### src/rtl/trdb_pkg.sv
// Shared types for the trace debugger blocks.
package trdb_pkg;

  typedef enum logic [1:0] {
    DELTA_ADDRESS = 2'b00,
    FULL_ADDRESS  = 2'b01,
    DIFF_ADDRESS  = 2'b10,
    SIGN_ADDRESS  = 2'b11
  } ioptions_e;

endpackage

### src/rtl/pulp_clock_gating.sv
// Latch-based glitch-free clock gate: enable is captured while the clock is low.
module pulp_clock_gating (
  input  logic clk_i,
  input  logic en_i,
  input  logic test_en_i,
  output logic clk_o
);

  logic r_clk_en;

  always_latch begin
    if (!clk_i) r_clk_en <= en_i | test_en_i;
  end

  assign clk_o = clk_i & r_clk_en;

endmodule

### src/rtl/trdb_ctrl_regs.sv
// Trace encoder control/configuration registers: APB-lite slave plus one
// OFF/ON/DRAIN gating state machine per trace channel.
module trdb_ctrl_regs
  import trdb_pkg::*;
#(
  parameter int unsigned NUM_CH       = 1,
  parameter int unsigned ADDR_W       = 8,
  parameter int unsigned DRAIN_CYCLES = 4
) (
  input  logic              clk_i,
  input  logic              rst_ni,
  input  logic              psel_i,
  input  logic              penable_i,
  input  logic              pwrite_i,
  input  logic [ADDR_W-1:0] paddr_i,
  input  logic [31:0]       pwdata_i,
  output logic [31:0]       prdata_o,
  output logic              pready_o,
  output logic              pslverr_o,
  input  logic [NUM_CH-1:0] trace_req_on_i,
  input  logic [NUM_CH-1:0] trace_req_off_i,
  input  logic              encapsulator_ready_i,
  output logic [NUM_CH-1:0] trace_enable_o,
  output logic              trace_activated_o,
  output logic              nocontext_o,
  output logic              notime_o,
  output logic              delta_address_o,
  output logic              full_address_o,
  output logic              encoder_mode_o,
  output ioptions_e         configuration_o,
  output logic              clk_gated_o
);

  typedef enum logic [1:0] {ST_OFF, ST_ON, ST_DRAIN} ch_state_e;

  localparam logic [7:0] DRAIN_LOAD = 8'(DRAIN_CYCLES - 1);

  logic              w_access, w_mapped, w_wr;
  logic              w_ctrl_wr, w_cmd_wr, w_stall_wr;
  logic [1:0]        w_word;
  logic [4:0]        r_ctrl;
  logic [31:0]       r_stall;
  logic [31:0]       w_status;
  logic [NUM_CH-1:0] r_prev_on, r_prev_off;
  logic [NUM_CH-1:0] w_sw_on, w_sw_off, w_start, w_stop;
  ch_state_e         r_state     [NUM_CH];
  ch_state_e         w_state_nxt [NUM_CH];
  logic [7:0]        r_cnt       [NUM_CH];
  logic [7:0]        w_cnt_nxt   [NUM_CH];
  logic              w_unused;

  assign w_access   = psel_i & penable_i;
  assign w_word     = paddr_i[3:2];
  assign w_mapped   = (paddr_i[ADDR_W-1:4] == '0);
  assign w_wr       = w_access & pwrite_i & w_mapped;
  assign w_ctrl_wr  = w_wr & (w_word == 2'd0);
  assign w_cmd_wr   = w_wr & (w_word == 2'd1);
  assign w_stall_wr = w_wr & (w_word == 2'd3);

  assign w_sw_on  = w_cmd_wr ? pwdata_i[NUM_CH-1:0]  : '0;
  assign w_sw_off = w_cmd_wr ? pwdata_i[16 +: NUM_CH] : '0;
  assign w_start  = (trace_req_on_i  & ~r_prev_on)  | w_sw_on;
  assign w_stop   = (trace_req_off_i & ~r_prev_off) | w_sw_off;

  always_ff @(posedge clk_i or negedge rst_ni) begin
    if (!rst_ni) begin
      r_prev_on  <= '0;
      r_prev_off <= '0;
      r_ctrl     <= 5'h0F;
    end else begin
      r_prev_on  <= trace_req_on_i;
      r_prev_off <= trace_req_off_i;
      if (w_ctrl_wr) r_ctrl <= pwdata_i[4:0];
    end
  end

  // Stall counter: a software write takes priority over counting.
  always_ff @(posedge clk_i or negedge rst_ni) begin
    if (!rst_ni) begin
      r_stall <= '0;
    end else if (w_stall_wr) begin
      r_stall <= '0;
    end else if ((|trace_enable_o) && !encapsulator_ready_i && (r_stall != '1)) begin
      r_stall <= r_stall + 32'd1;
    end
  end

  always_ff @(posedge clk_i or negedge rst_ni) begin
    if (!rst_ni) begin
      for (int i = 0; i < NUM_CH; i++) begin
        r_state[i] <= ST_OFF;
        r_cnt[i]   <= '0;
      end
    end else begin
      for (int i = 0; i < NUM_CH; i++) begin
        r_state[i] <= w_state_nxt[i];
        r_cnt[i]   <= w_cnt_nxt[i];
      end
    end
  end

  // Stop requests dominate starts; requests arriving during DRAIN are dropped.
  always_comb begin
    for (int i = 0; i < NUM_CH; i++) begin
      w_state_nxt[i] = r_state[i];
      w_cnt_nxt[i]   = r_cnt[i];
      unique case (r_state[i])
        ST_OFF: begin
          if (r_ctrl[0] && encapsulator_ready_i && w_start[i] && !w_stop[i])
            w_state_nxt[i] = ST_ON;
        end
        ST_ON: begin
          if (w_stop[i] || !r_ctrl[0]) begin
            w_state_nxt[i] = ST_DRAIN;
            w_cnt_nxt[i]   = DRAIN_LOAD;
          end
        end
        ST_DRAIN: begin
          if (r_cnt[i] == '0) w_state_nxt[i] = ST_OFF;
          else                w_cnt_nxt[i]   = r_cnt[i] - 8'd1;
        end
        default: w_state_nxt[i] = ST_OFF;
      endcase
    end
  end

  always_comb begin
    w_status       = '0;
    trace_enable_o = '0;
    for (int i = 0; i < NUM_CH; i++) begin
      trace_enable_o[i] = (r_state[i] == ST_ON);
      w_status[i]       = (r_state[i] == ST_ON);
      w_status[16 + i]  = (r_state[i] == ST_DRAIN);
    end
  end

  always_comb begin
    prdata_o = '0;
    if (w_access && w_mapped) begin
      case (w_word)
        2'd0:    prdata_o = {27'd0, r_ctrl};
        2'd2:    prdata_o = w_status;
        2'd3:    prdata_o = r_stall;
        default: prdata_o = '0;
      endcase
    end
  end

  assign pready_o  = 1'b1;
  assign pslverr_o = w_access & (~w_mapped | (pwrite_i & (w_word == 2'd2)));

  assign trace_activated_o = r_ctrl[0];
  assign nocontext_o       = r_ctrl[1];
  assign notime_o          = r_ctrl[2];
  assign delta_address_o   = r_ctrl[3];
  assign full_address_o    = r_ctrl[4];
  assign encoder_mode_o    = 1'b0;
  assign configuration_o   = r_ctrl[4] ? FULL_ADDRESS : DELTA_ADDRESS;

  pulp_clock_gating u_clk_gate (
    .clk_i     (clk_i),
    .en_i      (r_ctrl[0]),
    .test_en_i (1'b0),
    .clk_o     (clk_gated_o)
  );

  // Byte-lane bits of the address and unused write-data bits.
  assign w_unused = ^{paddr_i[1:0], pwdata_i};

endmodule

### config.mk
export PLATFORM = sky130hd
export DESIGN_NAME = trdb_ctrl_regs
export DESIGN_NICKNAME = d
export VERILOG_FILES = /design/src/rtl/trdb_pkg.sv /design/src/rtl/pulp_clock_gating.sv /design/src/rtl/trdb_ctrl_regs.sv
export SDC_FILE = /design/constraint.sdc
export NUM_CORES = 1
export LEC_CHECK = 0
export ABC_AREA = 1
export CORE_MARGIN = 2
export CORE_UTILIZATION = 50
export DETAILED_ROUTE_END_ITERATION = 8
export PLACE_DENSITY = 0.82
export SETUP_SLACK_MARGIN = 0.15
export SYNTH_ARGS = -nofsm -noshare
export SYNTH_HDL_FRONTEND = slang
export SYNTH_SLANG_ARGS = --single-unit
### constraint.sdc
create_clock -name clk_i -period 3.45 [get_ports clk_i]
set_input_delay 0.5175 -clock clk_i [delete_from_list [all_inputs] [get_ports clk_i]]
set_output_delay 0.5175 -clock clk_i [all_outputs]
set_load 0.05 [all_outputs]
# Yosys cells after proc, flatten, opt, wreduce, memory -nomap -nowiden
# Cells that the tools add are included.
dict set report op_classes {
  n_mux 15
  n_reduce_logical 18
  bitwise_logic 17
  eq_ne 10
  add_sub_neg 2
}
# operator n
set ops {}
lappend ops {{$mux 32} 3}
lappend ops {{$pmux 32 s3} 1}
lappend ops {{$add 32x1->32 const B} 1}
lappend ops {{$ne 32x32->1 const B} 1}
lappend ops {{$mux 8} 2}
lappend ops {{$pmux 8 s2} 1}
lappend ops {{$and 1x1->1} 11}
lappend ops {{$logic_not 8->1} 1}
lappend ops {{$sub 8x1->8 const B} 1}
lappend ops {{$eq 2x2->1 const B} 3}
lappend ops {{$logic_and 1x1->1} 6}
lappend ops {{$mux 2} 3}
lappend ops {{$pmux 2 s3} 1}
lappend ops {{$reduce_and 3->1} 2}
lappend ops {{$eq 2x1->1 const B} 2}
lappend ops {{$logic_not 2->1} 2}
lappend ops {{$logic_not 4->1} 1}
lappend ops {{$mux 1} 4}
lappend ops {{$ne 2x1->1 const B} 2}
lappend ops {{$ne 2x2->1 const B} 2}
lappend ops {{$reduce_bool 2->1} 2}
lappend ops {{$logic_not 1->1} 3}
lappend ops {{$not 1->1} 3}
lappend ops {{$or 1x1->1} 3}
lappend ops {{$logic_or 1x1->1} 1}
dict set report totals {
  output_inout_bits 44
  word_cells 69
  latchBits 1
  ff_bits 49
  in_bits 48
}

# Logic depth before layout (Yosys ltp)
# Gate-level depths: netlist of the first run.
dict set report depth {
  ltp_word 10
  depth_mapped 12
}

# By module
# A second synthesis of the first run with hierarchy kept.
dict set report hier_totals {
  hier_cells 510
  area_unflattened_um2 3382.0
}
# mod area_per_inst_um2 cells_per_inst instances seq_area_each_um2
set modules_own_cells {}
lappend modules_own_cells {trdb_ctrl_regs 3348.2 504 1 1231.2}
lappend modules_own_cells {pulp_clock_gating 33.8 6 1 0.0}

==> results.sh, run 1 <==
export IMPL_status="finished, final reports clean"
export IMPL_area_growth_pct=29.5
export IMPL_layout_drive_gt1_share_pct=13.5
export IMPL_netlist_area_leader_share_pct=32.8
export IMPL_die_x_um=86.9
export IMPL_rr_endpoint="u_clk_gate.r_clk_en"
export IMPL_first_iter_violations=250
export IMPL_yosysMostFrequentCell="nand2_1"
export IMPL_io_buffers=60
export IMPL_busiest_layer="met2"
export IMPL_crit_arrival_ps=2810
export IMPL_slew_limit_headroom_pct=26.0
export IMPL_peakVddDrop_uv=264
export IMPL_crit_required_ps=2930
export IMPL_hold_viol_final=0
export IMPL_worst_setup_path_type="latch to output port"
export IMPL_worstHoldPathType="primary input to async pin"
export IMPL_drv_slew=0
export IMPL_dr_pass1_iters=5
export IMPL_hpwl_mm=6.90
export IMPL_grt_met3_usage_pct=4.27
export IMPL_ys_flop_type="dfrtp_1"
export IMPL_reg2reg_depth=0
export IMPL_crit_path_end="clk_gated_o"
export IMPL_post_cts_buffers=0
export IMPL_insertion_delay_ps=420
export IMPL_yosysUniqueCellTypes=31
export IMPL_drt_wirelength_per_cell_um=14.2
export IMPL_vias=3665
export IMPL_p_leak_nw=2.06
export IMPL_grt_pass1_vias=3570
export IMPL_ys_ff_latch=50
export IMPL_pin_count=92
export IMPL_clk_pin_slew_ps=100
export IMPL_reg2reg_slack_ps=1160
export IMPL_gp_congestion=0.959
export IMPL_cts_hold_buffers=0
export IMPL_grt_use_met2_pct=45.9
export IMPL_worstPathMaxFanout=1
export IMPL_cts_resized=9
export IMPL_overflow=0
export IMPL_critPathLaunchType="latch"
export IMPL_ys_warn_count=0
export IMPL_syn_cell_area_um2=3440
export IMPL_drt_vias_per_instance=5.51
export IMPL_drc=0
export IMPL_grt_pass1_wl_mm=16.0
export IMPL_core_area_um2=6720
export IMPL_ant_nets=0
export IMPL_r2r_start="r_ctrl[0]"
export IMPL_synth_area_top_cells="dfrtp_1 33%, nand2_1 21%, nor2_1 7.1%"
export IMPL_met1_usage_pct=33.8
export IMPL_synth_edf_count=0
export IMPL_die_area_um2=7550
export IMPL_drv_cap=0
export IMPL_fp_dieH_um=86.9
export IMPL_synth_top_area_cell="dfrtp_1"
export IMPL_synthArstFlopShare_pct=98.0
export IMPL_initial_core_util_pct=51.1
export IMPL_synth_area_per_cell_um2=6.53
export IMPL_grtUsageTotal_pct=26.8
export IMPL_total_power_mw=1.32
export IMPL_p_per_area_nw_per_um2=298
export IMPL_fin_nets=635
export IMPL_fin_util_pct=66.2
export IMPL_syn_inst=526
export IMPL_diodes=0
export IMPL_cp_startpoint="u_clk_gate.r_clk_en"
export IMPL_grt_max_degree=50
export IMPL_rows=30
export IMPL_skew_ps=8.76
export IMPL_antenna_found_initial=0
export IMPL_grt_setup_unrepaired="true"
export IMPL_setup_viol=0
export IMPL_synth_common_cells="190 x nand2_1, 65 x nor2_1, 53 x inv_1"
export IMPL_end_kind="output port"
export IMPL_cts_tree="done"
export IMPL_wl_mm=9.44
export IMPL_tightest_slew_ps=1110
## metrics by stage
stage | setup TNS, ps | area [µm²] | std cells | worst slack [ps] | hold WS, ps
detailed placement | -22.9 | 4290 | 654 | -22.9 | 476
global route | 0 | 4450 | 665 | 91.7 | 411
finish | 0 | 4450 | 665 | 126 | 303
CTS | 0 | 4450 | 665 | 115 | 350
floorplan | 0 | 3440 | 527 | 493 | 222
global placement | -22.1 | 4290 | 654 | -22.1 | 475
## area by class of cell
| type | count | area [µm²] |
|---|---|---|
| repair buffers | 63 | 836 |
| well taps | 80 | 100 |
| clock buffers | 10 | 129 |
| flip-flops and latches | 50 | 1250 |
| multi-input cells | 404 | 1880 |
| inverters | 55 | 211 |
| clock inverters | 3 | 41.3 |
| fillers | 586 | 2270 |
## flip-flops by register name, summed over array words and instances (netlist names)
name / count
r_cnt: 8
r_ctrl: 5
r_prev_off: 1
r_prev_on: 1
r_stall: 32
r_state: 2
u_clk_gate.r_clk_en: 1
## power by group
group	total (mW)	switching, mW	internal [mW]
registers	0.636	0.0244	0.612
clock network	0.525	0.232	0.293
logic	0.164	0.108	0.0559
## kinds of logic (layout without fill, tap and decap cells)
group | after synthesis | in the layout | share of synthesized area [%]
AND/OR/NAND/NOR | 358 | 358 | 45.3
buffers and inverters | 73 | 131 | 9.18
flip-flops | 49 | 49 | 35.8
AO/OA/AOI/OAI | 25 | 25 | 3.79
XOR/XNOR | 10 | 10 | 2.55
multiplexers | 5 | 5 | 1.64
adder cells (fa/ha/maj) | 3 | 3 | 1.09
other | 2 | 3 | 0.219
latches | 1 | 1 | 0.437
## how the worst min path moves through the flow
stage | slack (ps) | from | endpoint | cells past startpoint
floorplan | 220 | rst_ni | r_cnt[0] | 0
global placement | 480 | r_ctrl[0] | u_clk_gate.r_clk_en | 0
detailed placement | 480 | r_ctrl[0] | u_clk_gate.r_clk_en | 0
CTS | 350 | rst_ni | r_stall[27] | 1
global route | 410 | rst_ni | r_stall[25] | 1
finish | 300 | rst_ni | r_stall[27] | 1
## routing by layer
layer  vias to the layer above  routed length, µm
li1                       1773                  -
met1                      1727               4010
met2                       145               4750
met3                        20                523
met4                         0                155
met5                         -                  0
## cells in the final DEF (no fill, tap or decap), drive strengths merged
cell             n
a21boi           1
a21oi            8
buf             38
bufinv           1
clkbuf           9
clkdlybuf4s50   26
clkinv           2
clkinvlp         1
conb             3
dfrtp           45
dfstp            4
dlxtn            1
ha               3
inv             54
mux2             5
nand2          195
nand3           37
nand4           24
nor2            72
nor3            25
nor3b            1
o21ai           14
o22ai            2
or2              4
xnor2            1
xor2             9
## worst max-delay path, cell delays in order, from the launching register on
cell and delay [ps]:
dlxtn_2 410, nand2_2 50, inv_2 60, buf_8 140
Note: power is estimated with default switching activity, not from simulation.
==> inputs of run 2 (changes only) <==
--- a/config.mk
+++ b/config.mk
@@ -8,6 +8,7 @@
 export ABC_AREA = 1
 export CORE_MARGIN = 2
 export CORE_UTILIZATION = 50
+export CTS_CLUSTER_SIZE = 8
 export DETAILED_ROUTE_END_ITERATION = 8
 export PLACE_DENSITY = 0.82
 export SETUP_SLACK_MARGIN = 0.15
==> results of run 2 <==
Same layout as run 1: the final DEF is identical, and so are final timing and power.
